`src/rtl/calc_pkg.sv`:
```
// Shared definitions for the calculator sequencer: op encodings, FSM states
// and the multiply iteration count.
package calc_pkg;

    localparam logic [1:0]  OP_ADD8   = 2'b00;
    localparam logic [1:0]  OP_MUL4   = 2'b01;

    localparam int unsigned MUL_ITERS = 4;
    localparam int unsigned CNT_W     = 2;
    localparam int unsigned NIB_W     = 4;
    localparam int unsigned BYTE_W    = 8;

    typedef enum logic [2:0] {
        ST_IDLE   = 3'd0,
        ST_ADD_LO = 3'd1,
        ST_ADD_HI = 3'd2,
        ST_ADD_CI = 3'd3,
        ST_MUL_IT = 3'd4,
        ST_DONE   = 3'd5
    } state_t;

endpackage

```
`src/rtl/calc_seq_dp.sv`:
```
// Datapath for calc_seq_ctrl: operand, temp and accumulator registers plus the
// adder operand mux decoded from the current state.
// Ports:
//   Clk, Rst       clock, async active-high reset
//   i_state        current FSM state
//   i_load         operand capture (accepted Start)
//   i_a, i_b       operands from the keypad registers
//   i_adr_s/cry    combinational sum/carry from the shared 4-bit adder
//   o_adr_a_c/b_c  adder operands (combinational from state)
//   o_c1           carry out of the high-nibble add
//   o_mul_prod_c   {H,Q} after the current multiply iteration
module calc_seq_dp
    import calc_pkg::*;
(
    input  logic                Clk,
    input  logic                Rst,
    input  state_t              i_state,
    input  logic                i_load,
    input  logic [BYTE_W-1:0]   i_a,
    input  logic [BYTE_W-1:0]   i_b,
    input  logic [NIB_W-1:0]    i_adr_s,
    input  logic                i_adr_cry,
    output logic [NIB_W-1:0]    o_adr_a_c,
    output logic [NIB_W-1:0]    o_adr_b_c,
    output logic                o_c1,
    output logic [BYTE_W-1:0]   o_mul_prod_c
);

    logic [BYTE_W-1:0] r_a;
    logic [BYTE_W-1:0] r_b;
    logic [NIB_W-1:0]  r_t;
    logic              r_c0;
    logic              r_c1;
    logic [NIB_W-1:0]  r_h;
    logic [NIB_W-1:0]  r_q;

    logic [BYTE_W-1:0] w_mul_prod;

    // Shift-add step: new accumulator in the top, multiplier shifted right.
    assign w_mul_prod   = {i_adr_cry, i_adr_s, r_q[NIB_W-1:1]};
    assign o_mul_prod_c = w_mul_prod;
    assign o_c1         = r_c1;

    // Register updates per arithmetic state.
    always_ff @(posedge Clk or posedge Rst) begin
        if (Rst) begin
            r_a  <= '0;
            r_b  <= '0;
            r_t  <= '0;
            r_c0 <= 1'b0;
            r_c1 <= 1'b0;
            r_h  <= '0;
            r_q  <= '0;
        end else if (i_load) begin
            r_a  <= i_a;
            r_b  <= i_b;
            r_t  <= '0;
            r_c0 <= 1'b0;
            r_c1 <= 1'b0;
            r_h  <= '0;
            r_q  <= i_b[NIB_W-1:0];
        end else begin
            case (i_state)
                ST_ADD_LO: r_c0 <= i_adr_cry;
                ST_ADD_HI: begin
                    r_t  <= i_adr_s;
                    r_c1 <= i_adr_cry;
                end
                ST_MUL_IT: {r_h, r_q} <= w_mul_prod;
                default: ;
            endcase
        end
    end

    // Adder operand mux; zero in non-arithmetic states.
    always_comb begin
        o_adr_a_c = '0;
        o_adr_b_c = '0;
        case (i_state)
            ST_ADD_LO: begin
                o_adr_a_c = r_a[NIB_W-1:0];
                o_adr_b_c = r_b[NIB_W-1:0];
            end
            ST_ADD_HI: begin
                o_adr_a_c = r_a[BYTE_W-1:NIB_W];
                o_adr_b_c = r_b[BYTE_W-1:NIB_W];
            end
            ST_ADD_CI: begin
                o_adr_a_c = r_t;
                o_adr_b_c = {3'b000, r_c0};
            end
            ST_MUL_IT: begin
                o_adr_a_c = r_h;
                o_adr_b_c = r_q[0] ? r_a[NIB_W-1:0] : 4'h0;
            end
            default: ;
        endcase
    end

endmodule

```
`src/rtl/calc_seq_ctrl.sv`:
```
// Multi-cycle sequencer sharing one external 4-bit adder for 8-bit add and
// 4x4 shift-add multiply.
// Ports:
//   Clk, Rst        clock, async active-high reset
//   Start, Op, A, B request, opcode (00 add8, 01 mul4, 1x reserved), operands
//   AdrA, AdrB      operands to the adder (decoded from state)
//   AdrS, AdrCry    combinational sum/carry from the adder
//   Result, Cry     8-bit result and add carry, held until next accepted Start
//   Err             reserved opcode accepted
//   Busy            high in every non-idle state
//   Done            one-cycle completion pulse
module calc_seq_ctrl
    import calc_pkg::*;
(
    input  logic                Clk,
    input  logic                Rst,
    input  logic                Start,
    input  logic [1:0]          Op,
    input  logic [BYTE_W-1:0]   A,
    input  logic [BYTE_W-1:0]   B,
    output logic [NIB_W-1:0]    AdrA,
    output logic [NIB_W-1:0]    AdrB,
    input  logic [NIB_W-1:0]    AdrS,
    input  logic                AdrCry,
    output logic [BYTE_W-1:0]   Result,
    output logic                Cry,
    output logic                Err,
    output logic                Busy,
    output logic                Done
);

    state_t             r_state;
    state_t             w_next;
    logic [CNT_W-1:0]   r_cnt;
    logic [CNT_W-1:0]   w_cnt_nxt;
    logic [BYTE_W-1:0]  r_result;
    logic [BYTE_W-1:0]  w_result_nxt;
    logic               r_cry;
    logic               w_cry_nxt;
    logic               r_err;
    logic               w_err_nxt;
    logic               r_busy;
    logic               r_done;
    logic               w_load;
    logic               w_c1;
    logic [BYTE_W-1:0]  w_mul_prod;

    calc_seq_dp u_dp (
        .Clk          (Clk),
        .Rst          (Rst),
        .i_state      (r_state),
        .i_load       (w_load),
        .i_a          (A),
        .i_b          (B),
        .i_adr_s      (AdrS),
        .i_adr_cry    (AdrCry),
        .o_adr_a_c    (AdrA),
        .o_adr_b_c    (AdrB),
        .o_c1         (w_c1),
        .o_mul_prod_c (w_mul_prod)
    );

    // State and registered outputs.
    always_ff @(posedge Clk or posedge Rst) begin
        if (Rst) begin
            r_state  <= ST_IDLE;
            r_cnt    <= '0;
            r_result <= '0;
            r_cry    <= 1'b0;
            r_err    <= 1'b0;
            r_busy   <= 1'b0;
            r_done   <= 1'b0;
        end else begin
            r_state  <= w_next;
            r_cnt    <= w_cnt_nxt;
            r_result <= w_result_nxt;
            r_cry    <= w_cry_nxt;
            r_err    <= w_err_nxt;
            r_busy   <= (w_next != ST_IDLE);
            r_done   <= (w_next == ST_DONE);
        end
    end

    // Next state and next values of the result registers.
    always_comb begin
        w_next       = r_state;
        w_cnt_nxt    = r_cnt;
        w_result_nxt = r_result;
        w_cry_nxt    = r_cry;
        w_err_nxt    = r_err;
        w_load       = 1'b0;
        case (r_state)
            ST_IDLE: begin
                if (Start) begin
                    w_load       = 1'b1;
                    w_result_nxt = '0;
                    w_cry_nxt    = 1'b0;
                    w_err_nxt    = 1'b0;
                    case (Op)
                        OP_ADD8: w_next = ST_ADD_LO;
                        OP_MUL4: begin
                            w_next    = ST_MUL_IT;
                            w_cnt_nxt = '0;
                        end
                        default: begin
                            w_err_nxt = 1'b1;
                            w_next    = ST_DONE;
                        end
                    endcase
                end
            end
            ST_ADD_LO: begin
                w_result_nxt[NIB_W-1:0] = AdrS;
                w_next                  = ST_ADD_HI;
            end
            ST_ADD_HI: w_next = ST_ADD_CI;
            ST_ADD_CI: begin
                // Always runs so add latency is fixed; carries are exclusive.
                w_result_nxt[BYTE_W-1:NIB_W] = AdrS;
                w_cry_nxt                    = w_c1 | AdrCry;
                w_next                       = ST_DONE;
            end
            ST_MUL_IT: begin
                w_cnt_nxt = r_cnt + CNT_W'(1);
                if (r_cnt == CNT_W'(MUL_ITERS - 1)) begin
                    w_result_nxt = w_mul_prod;
                    w_next       = ST_DONE;
                end
            end
            ST_DONE: w_next = ST_IDLE;
            default: w_next = ST_IDLE;
        endcase
    end

    assign Result = r_result;
    assign Cry    = r_cry;
    assign Err    = r_err;
    assign Busy   = r_busy;
    assign Done   = r_done;

endmodule

```
`config.mk`:
```
export PLATFORM = sky130hd
export DESIGN_NAME = calc_seq_ctrl
export DESIGN_NICKNAME = d
export VERILOG_FILES = /design/src/rtl/calc_pkg.sv /design/src/rtl/calc_seq_dp.sv /design/src/rtl/calc_seq_ctrl.sv
export SDC_FILE = /design/constraint.sdc
export NUM_CORES = 1
export LEC_CHECK = 0
export CORE_MARGIN = 4
export CORE_UTILIZATION = 31
export DETAILED_ROUTE_END_ITERATION = 6
export PLACE_DENSITY = 0.58
export SYNTH_ARGS = -nofsm -noshare
export SYNTH_HDL_FRONTEND = slang
export SYNTH_SLANG_ARGS = --single-unit
export TNS_END_PERCENT = 30
```
`constraint.sdc`:
```
create_clock -name Clk -period 2.5 [get_ports Clk]
set_input_delay 0.5 -clock Clk [delete_from_list [all_inputs] [get_ports Clk]]
set_output_delay 0.5 -clock Clk [all_outputs]
set_load 0.03 [all_outputs]
```
### Word level (Yosys, flattened, before mapping)

Index checks and enable logic that the tools add are counted.

* output and inout port bits: 20
* register bits: 47

* bitwise gates (word level): 1
* equal/unequal tests: 10
* $add $sub $neg: 1
* muxes and demuxes: 29
* reduce and logical (&&, ||, !) cells: 16

Operator list (count)
* one-hot mux 4 bit (4 select lines): 2
* two-way mux 4 bit: 7
* one-hot mux 4 bit (3 select lines): 2
* two-way mux 8 bit: 2
* one-hot mux 3 bit (5 select lines): 1
* nonzero test 2 bit: 5
* AND reduction 3 bit: 3
* nonzero test 3 bit: 3
* two-way mux 1 bit: 8
* equality test 3 x 2 -> 1 bit (second input constant): 2
* equality test 3 bit (second input constant): 2
* two-way mux 3 bit: 2
* one-hot mux 3 bit (2 select lines): 1
* two-way mux 2 bit: 2
* != test 2 bit (second input constant): 2
* one-hot mux 2 bit (2 select lines): 1
* AND reduction 2 bit: 2
* equality test 3 x 1 -> 1 bit (second input constant): 1
* logical NOT 3 bit: 1
* adder 2 x 1 -> 2 bit (second input constant): 1
* equality test 2 x 1 -> 1 bit (second input constant): 1
* equality test 2 bit (second input constant): 1
* logical NOT 2 bit: 1
* != test 2 x 1 -> 1 bit (second input constant): 1
* other kinds (3): 3

### Longest topological paths before layout

Gate-level depths: netlist (run 1).

* depth after elaboration: 5
* depth in mapped cells: 6

### Modules after synthesis

A second synthesis (run 1) with hierarchy kept.

* cells, all modules: 201
* area, all modules: 2356.0 sq um

Modules (own cells, without submodules)
* calc_seq_dp: sequential area each 750.7 sq um, cells an instance 130, times used 1, area each 1468.9 sq um
* calc_seq_ctrl: sequential area each 425.4 sq um, cells an instance 71, times used 1, area each 887.1 sq um

### Least setup slack after synthesis (run 1)

No wires, ideal clock.

* path kind: register -> output
* start point: register r_state[0]
* end point: output AdrB[0]
* arrival time: 1.706 ns
* buffers on the path: 2
* stages on the path, launching flop included: 6
* path slack: 0.294 ns
* path through: dfrtp_1 buf_6 buf_2 mux2i_1 mux2_2 o21ai_0

* word-level cells in the longest chain between the ends: 2

RTL lines
* start: declaration: RTL line calc_seq_ctrl.sv:32 `state_t r_state;`
* start signal: assignment: RTL line calc_seq_ctrl.sv:74 `r_state <= w_next;`
* equality test 3 bit, or another cell as far along: RTL line calc_seq_dp.sv:79 `case (i_state)`
* one-hot mux 4 bit (4 select lines) (*): RTL line calc_seq_dp.sv:79
* end: declaration: RTL line calc_seq_ctrl.sv:22 `output logic [NIB_W-1:0] AdrB,`

Every way passes the cells marked *; elsewhere a longest branch is shown, timed or not.

### Final worst setup path (run 1)

* start point: register r_state[0]
* end point: output AdrA[1]

* word-level cells in the longest chain between the ends: 2

RTL lines
* equality test 3 bit, or another cell as far along: RTL line calc_seq_dp.sv:79
* one-hot mux 4 bit (4 select lines) (*): RTL line calc_seq_dp.sv:79
* end: declaration: RTL line calc_seq_ctrl.sv:21 `output logic [NIB_W-1:0] AdrA,`

Marks and branches as above.

==> run_results.csv, run 1 <==
group,metric,value,unit
setup_path,cp_slowest_cell,"clkdlybuf4s50_1",
clocking,clockBufferDepth,2,
sta,rsz0062_at_grt,"no",
finish,n_antenna_cell,0,
sta,period_share,95.8,%
setup_path,cp-start-kind,"flip-flop",
place,dp_hpwl,4.22,mm
clocking,clock_latency,0.29,ns
sta,period_needed,2.40,ns
clocking,cts_root_buf,"clkbuf_8",
synthesis,synth_area,2320,sq um
power,power_density,1310,nW/um^2
synthesis,synth_edf_count,0,
finish,area_growth_syn_to_layout,28.8,%
place,port_buffers,45,
global_route,grt_usage,14.1,%
synthesis,async_flop_share,100,%
floorplan,start_util,32.0,%
sta,finClkSkew,0.00342,ns
power,swShare,39.6,%
sta,finalHoldViolCount,0,
clocking,ctsHoldBuffers,0,
setup_path,path_class,"reg2out",
sta,setup_viol,0,
global_route,grt_max_degree,27,
global_route,grt_pass1_vias,1816,
setup_path,endpoint_kind,"output pin",
place,gp_congestion,0.775,
sta,setup_tns,0,ns
floorplan,fp.dieArea,8940,sq um
route,drt_iter0_markers,84,
power,peakVddDrop,0.630,mV
clocking,cts_sinks,47,
route,drcViolationCount,0,
floorplan,num_rows,31,
global_route,globalRouteOverflowTotal,0,
clocking,clkTransAtPathRegs,0.09,ns
setup_path,crit_required,2.00,ns
route,wl_per_cell,17.1,um
synthesis,synth_cell_type_count,32,
finish,fin_cells,335,
floorplan,die_h,94.6,um
finish,nNetsFinal,262,
global_route,antenna_found_initial,0,
global_route,grt_pass1_wl,9.61,mm
place,placedCellCount,327,
clocking,htreeDepth,2,
finish,layout-drive-gt1-share,25.0,%
power,power_switching,1.55,mW
synthesis,yosysSeqAreaShare,50.6,%
synthesis,synthTopCellsByCount,"47 x dfrtp_1, 17 x mux2_2, 13 x a22o_1",
sta,fmax,0.418,GHz
floorplan,die_w,94.6,um
outcome,outcome,"completed",
power,seqPwrFrac,34.8,%
floorplan,ios,46,
synthesis,synthCells,186,
setup_path,path_max_fanout,6,
synthesis,synthFlopType,"dfrtp_1",
clocking,post_cts_buffers,0,
route,detail-route-antenna-nets,0,
synthesis,synth_most_common_cell,"dfrtp_1",
power,p_leak,1.30,nW
setup_path,path_cells,"nor2b_1 > a22oi_1 > o22ai_1 > clkdlybuf4s50_1",
sta,max_slew_margin,68.5,%
power,pwr-share-comb,52.3,%
clocking,cts_buffers,5,
sta,tightest_slew,0.472,ns
setup_path,r2r_slack,0.71,ns
route,drt_pass1_iterations,4,
floorplan,core_area,7250,sq um
route,viasPerCell,5.06,
sta,drv_slew,0,
power,internal_power,2.36,mW
synthesis,yosys_warnings,0,
power,clockPowerShare,12.8,%
synthesis,synthTopCellsByArea,"dfrtp_1 51%, mux2_2 8.2%, mux2_4 6.5%",
route,drt-total-wl,5.72,mm
synthesis,synth.top_cell.area_share,50.6,%
synthesis,synth_seq_cells,47,
setup_path,crit_arrival,1.90,ns
hold_path,hold_path.class,"reg2reg",
route,vias,1695,
flow_run,drv_cap,0,
synthesis,synth.avg_cell_area,12.5,sq um
clocking,cts_tree,"done",
setup_path,max_stage_delay,0.69,ns
synthesis,syn_nets,213,
synthesis,synth.largest_area_cell,"dfrtp_1",
==> routing by layer <==
layer  wire length, um  part of all wire [%]  track usage, %
met1              2650                    46            18.9
met2              2610                    46            22.0
met3               329                   5.8            3.27
met4               125                   2.2            5.65
met5                 0                     0               0
==> repair_timing <==
action                     4_1_cts  5_1_grt
gates resized for setup          0        1
setup endpoints to repair        0        1
hold endpoints to repair         0        0
==> final timing paths <==
kind,startpoint,to,cells past startpoint
min in group asynchronous,Rst,u_dp.r_a[4],2
max in group asynchronous,Rst,u_dp.r_b[5],3
worst max-delay path,r_state[0],AdrA[1],4
worst max register to register,r_state[1],Result[4],4
worst min register to register,u_dp.r_h[0],u_dp.r_h[0],1
worst min-delay path,u_dp.r_h[0],u_dp.r_h[0],1
==> stage by stage <==
step	setup WS (ns)	utilization, %	instance area [sq um]	total power, mW	hold slack [ns]
after floorplan	0.294	-	2320	2.77	0.459
after global placement	0.453	39.8	2890	3.39	0.489
after detailed placement	0.435	39.8	2890	3.43	0.495
after CTS	0.0978	41.2	2990	3.94	0.515
after global routing	0.0208	41.3	2990	4.19	0.536
final	0.105	41.3	2990	3.91	0.510
==> cells in the final DEF, fill, tap and decap left out, types with 7 or more instances in the layout <==
master	count
dfrtp_1	47
clkdlybuf4s50_1	39
mux2_2	17
buf_4	16
a22o_1	13
mux2i_1	12
nand2_1	11
mux2_4	10
nor2_1	9
a22oi_1	9
clkbuf_8	7
==> power by group through the flow <==
stage | Clock, mW | Combinational, mW | Sequential (mW)
detailed placement | 0 | 2.05 | 1.38
floorplan | 0 | 1.34 | 1.43
finish | 0.502 | 2.05 | 1.36
CTS | 0.517 | 2.05 | 1.37
global route | 0.553 | 2.23 | 1.41
global placement | 0 | 2.02 | 1.38
==> cell type report <==
cell class              instances  area [sq um]
multi-input cells             124          1060
clock buffers                   8           100
well taps                      99           124
fillers                       714          4260
flip-flops and latches         47          1180
inverters                       1          3.75
repair buffers                 56           531
==> state kept, by name, summed over array words and instances (netlist names), 2 cells and up <==
register and flops:
u_dp.r_b 8, r_state 3, u_dp.r_t 4, u_dp.r_a 8, r_cnt 2, u_dp.r_q 4
u_dp.r_h 4, Result 8
==> cell families (layout without fill, tap and decap cells) <==
kind of cell | after synthesis | count (layout) | synth area share (%)
buf+inv | 15 | 65 | 4.31
simple gates | 42 | 42 | 10.5
compound gates | 42 | 42 | 14.2
mux | 39 | 39 | 19.9
fa+ha+maj | 1 | 1 | 0.538
flops | 47 | 47 | 50.6
==> critical path: cells and delay by family, from the launching register on <==
kind            cells  cell delay (ns)
compound gates      2             0.25
buf+inv             1             0.69
flops               1             0.46
simple gates        1             0.21
No activity file was read; power rests on OpenSTA's default activity.
==> run 2, diff against run 1 <==
--- a/config.mk
+++ b/config.mk
@@ -5,6 +5,7 @@
 export SDC_FILE = /design/constraint.sdc
 export NUM_CORES = 1
 export LEC_CHECK = 0
+export CAP_MARGIN = 30
 export CORE_MARGIN = 4
 export CORE_UTILIZATION = 31
 export DETAILED_ROUTE_END_ITERATION = 6
==> results of run 2 <==
No change in the layout: final DEF, timing and power equal those of run 1.
==> run 3, diff against run 2 <==
==> constraint.sdc (replaced) <==
create_clock -name Clk -period 2.5 [get_ports Clk]
set_input_delay 0.5 -clock Clk [delete_from_list [all_inputs] [get_ports Clk]]
set_output_delay 0.5 -clock Clk [all_outputs]
set_load 0.005 [all_outputs]
==> run 3 against run 2 <==
Worst setup slack lost 0.00055 ns. Sequential power increased by 3%. Via count shrank 3.4%. Sequential share of layout area decreased by 0.22 points. Routed wire length decreased by 3.4%. Critical endpoint is now AdrB[2]. Largest power group unchanged.
==> run_results.csv, run 3 (synthesized netlist as in run 1, its figures left out) <==
group,metric,value,unit
outcome,outcome,"completed",
place,port_buffers,45,
sta,period_share,95.8,%
route,viasPerCell,4.90,
setup_path,path_buf_inv,2,
sta,setup_tns,0,ns
sta,fmax,0.417,GHz
sta,setup_viol,0,
setup_path,endpoint_kind,"output pin",
floorplan,start_util,32.0,%
setup_path,r2r_slack,0.65,ns
setup_path,path_cells,"buf_4 > nor3b_4 > nand2_1 > nand2_1 > clkdlybuf4s50_1",
route,drt_pass1_iterations,4,
clocking,ctsHoldBuffers,0,
setup_path,cp_slowest_cell,"clkdlybuf4s50_1",
route,detail-route-antenna-nets,0,
clocking,post_cts_buffers,0,
power,p_leak,1.28,nW
route,vias,1638,
route,drt_iter0_markers,120,
floorplan,die_h,94.6,um
power,power_density,1190,nW/um^2
sta,rsz0062_at_grt,"no",
global_route,grt_pass1_wl,8.84,mm
hold_path,hold_path.class,"reg2reg",
sta,tightest_slew,0.533,ns
finish,nNetsFinal,261,
setup_path,max_stage_delay,0.49,ns
floorplan,core_area,7250,sq um
floorplan,ios,46,
global_route,grt_pass1_vias,1692,
setup_path,cpMostUsedCell,"nand2_1",
place,dp_hpwl,4.02,mm
route,drt-total-wl,5.53,mm
route,wl_per_cell,16.5,um
sta,layout_setup_ws,0.104,ns
place,dp_slack,0.239,ns
global_route,globalRouteOverflowTotal,0,
sta,max_slew_margin,64.4,%
sta,period_needed,2.40,ns
setup_path,cp-start-kind,"flip-flop",
global_route,antenna_found_initial,0,
finish,layout_common_cells,"45 x clkdlybuf4s50_1, 44 x dfrtp_1, 17 x mux2_2",
clocking,cts_sinks,47,
route,drcViolationCount,0,
clocking,cts_root_buf,"clkbuf_8",
power,peakVddDrop,0.491,mV
clocking,clkTransAtPathRegs,0.09,ns
sta,finClkSkew,0.00261,ns
clocking,cts_buffers,5,
sta,drv_slew,0,
setup_path,cp_top_family,"buffers and inverters",
setup_path,path_class,"reg2out",
clocking,cts_tree,"done",
clocking,clock_latency,0.30,ns
finish,n_antenna_cell,0,
clocking,cts_resized,1,
place,gp_congestion,0.807,
finish,layout-drive-gt1-share,23.8,%
setup_path,crit_arrival,1.90,ns
sta,finalHoldViolCount,0,
clocking,clockBufferDepth,2,
floorplan,fp.dieArea,8940,sq um
setup_path,path_max_fanout,9,
floorplan,num_rows,31,
global_route,grt_max_degree,25,
finish,area_growth_syn_to_layout,29.9,%
global_route,grt_usage,12.8,%
setup_path,crit_required,2.00,ns
flow_run,drv_cap,0,
finish,layout_commonest_cell,"clkdlybuf4s50_1",
clocking,htreeDepth,2,
floorplan,die_w,94.6,um
==> run 3: cell types whose count changed in the layout (fill, tap and decap cells not counted), sizes merged <==
cell | previous run | this run
buf | 17 | 10
clkinvlp | 0 | 1
clkbuf | 8 | 6
clkdlybuf4s50 | 39 | 45
clkinv | 0 | 1
==> run 3: worst paths after layout <==
path	endpoint	start	cells after the start
max	AdrB[2]	r_state[2]	5
min	Err	Err	1
max reg2reg	u_dp.r_b[4]	r_state[2]	5
min reg2reg	Err	Err	1
max in group asynchronous	r_state[0]	Rst	3
min in group asynchronous	u_dp.r_a[7]	Rst	2
==> run 3: power by group <==
part	switching, mW	total [mW]	internal [mW]
Sequential	0.282	1.40	1.12
Combinational	0.704	1.73	1.03
Clock	0.267	0.463	0.196
Total	1.25	3.60	2.34
==> run 3: layout make-up <==
type / count / area, sq um
Tap cell: 99 / 124
Clock buffer: 6 / 72.6
Sequential cell: 47 / 1180
Clock inverter: 2 / 12.5
Inverter: 1 / 3.75
Multi-Input combinational cell: 124 / 1080
Timing Repair Buffer: 55 / 551
Fill cell: 712 / 4230
==> run 3: metrics by stage <==
| stage | utilization, % | hold slack [ns] | cell area [sq um] | power, mW | std cells |
|---|---|---|---|---|---|
| finish | 41.6 | 0.511 | 3020 | 3.60 | 334 |
| global route | 41.6 | 0.518 | 3020 | 3.84 | 334 |
| CTS | 41.3 | 0.513 | 3000 | 3.59 | 334 |
| detailed placement | 40.1 | 0.489 | 2910 | 3.12 | 326 |
| global placement | 40.1 | 0.486 | 2910 | 3.10 | 326 |
| floorplan | - | 0.459 | 2320 | 2.47 | 186 |
==> run 3: per-layer routing <==
| layer | up-vias | wire length [um] | track usage (%) |
|---|---|---|---|
| met5 | - | 0 | 0 |
| met4 | 0 | 55 | 3.25 |
| met3 | 5 | 270 | 3.19 |
| met2 | 32 | 2480 | 19.1 |
| met1 | 827 | 2720 | 18.6 |
| li1 | 774 | - | - |
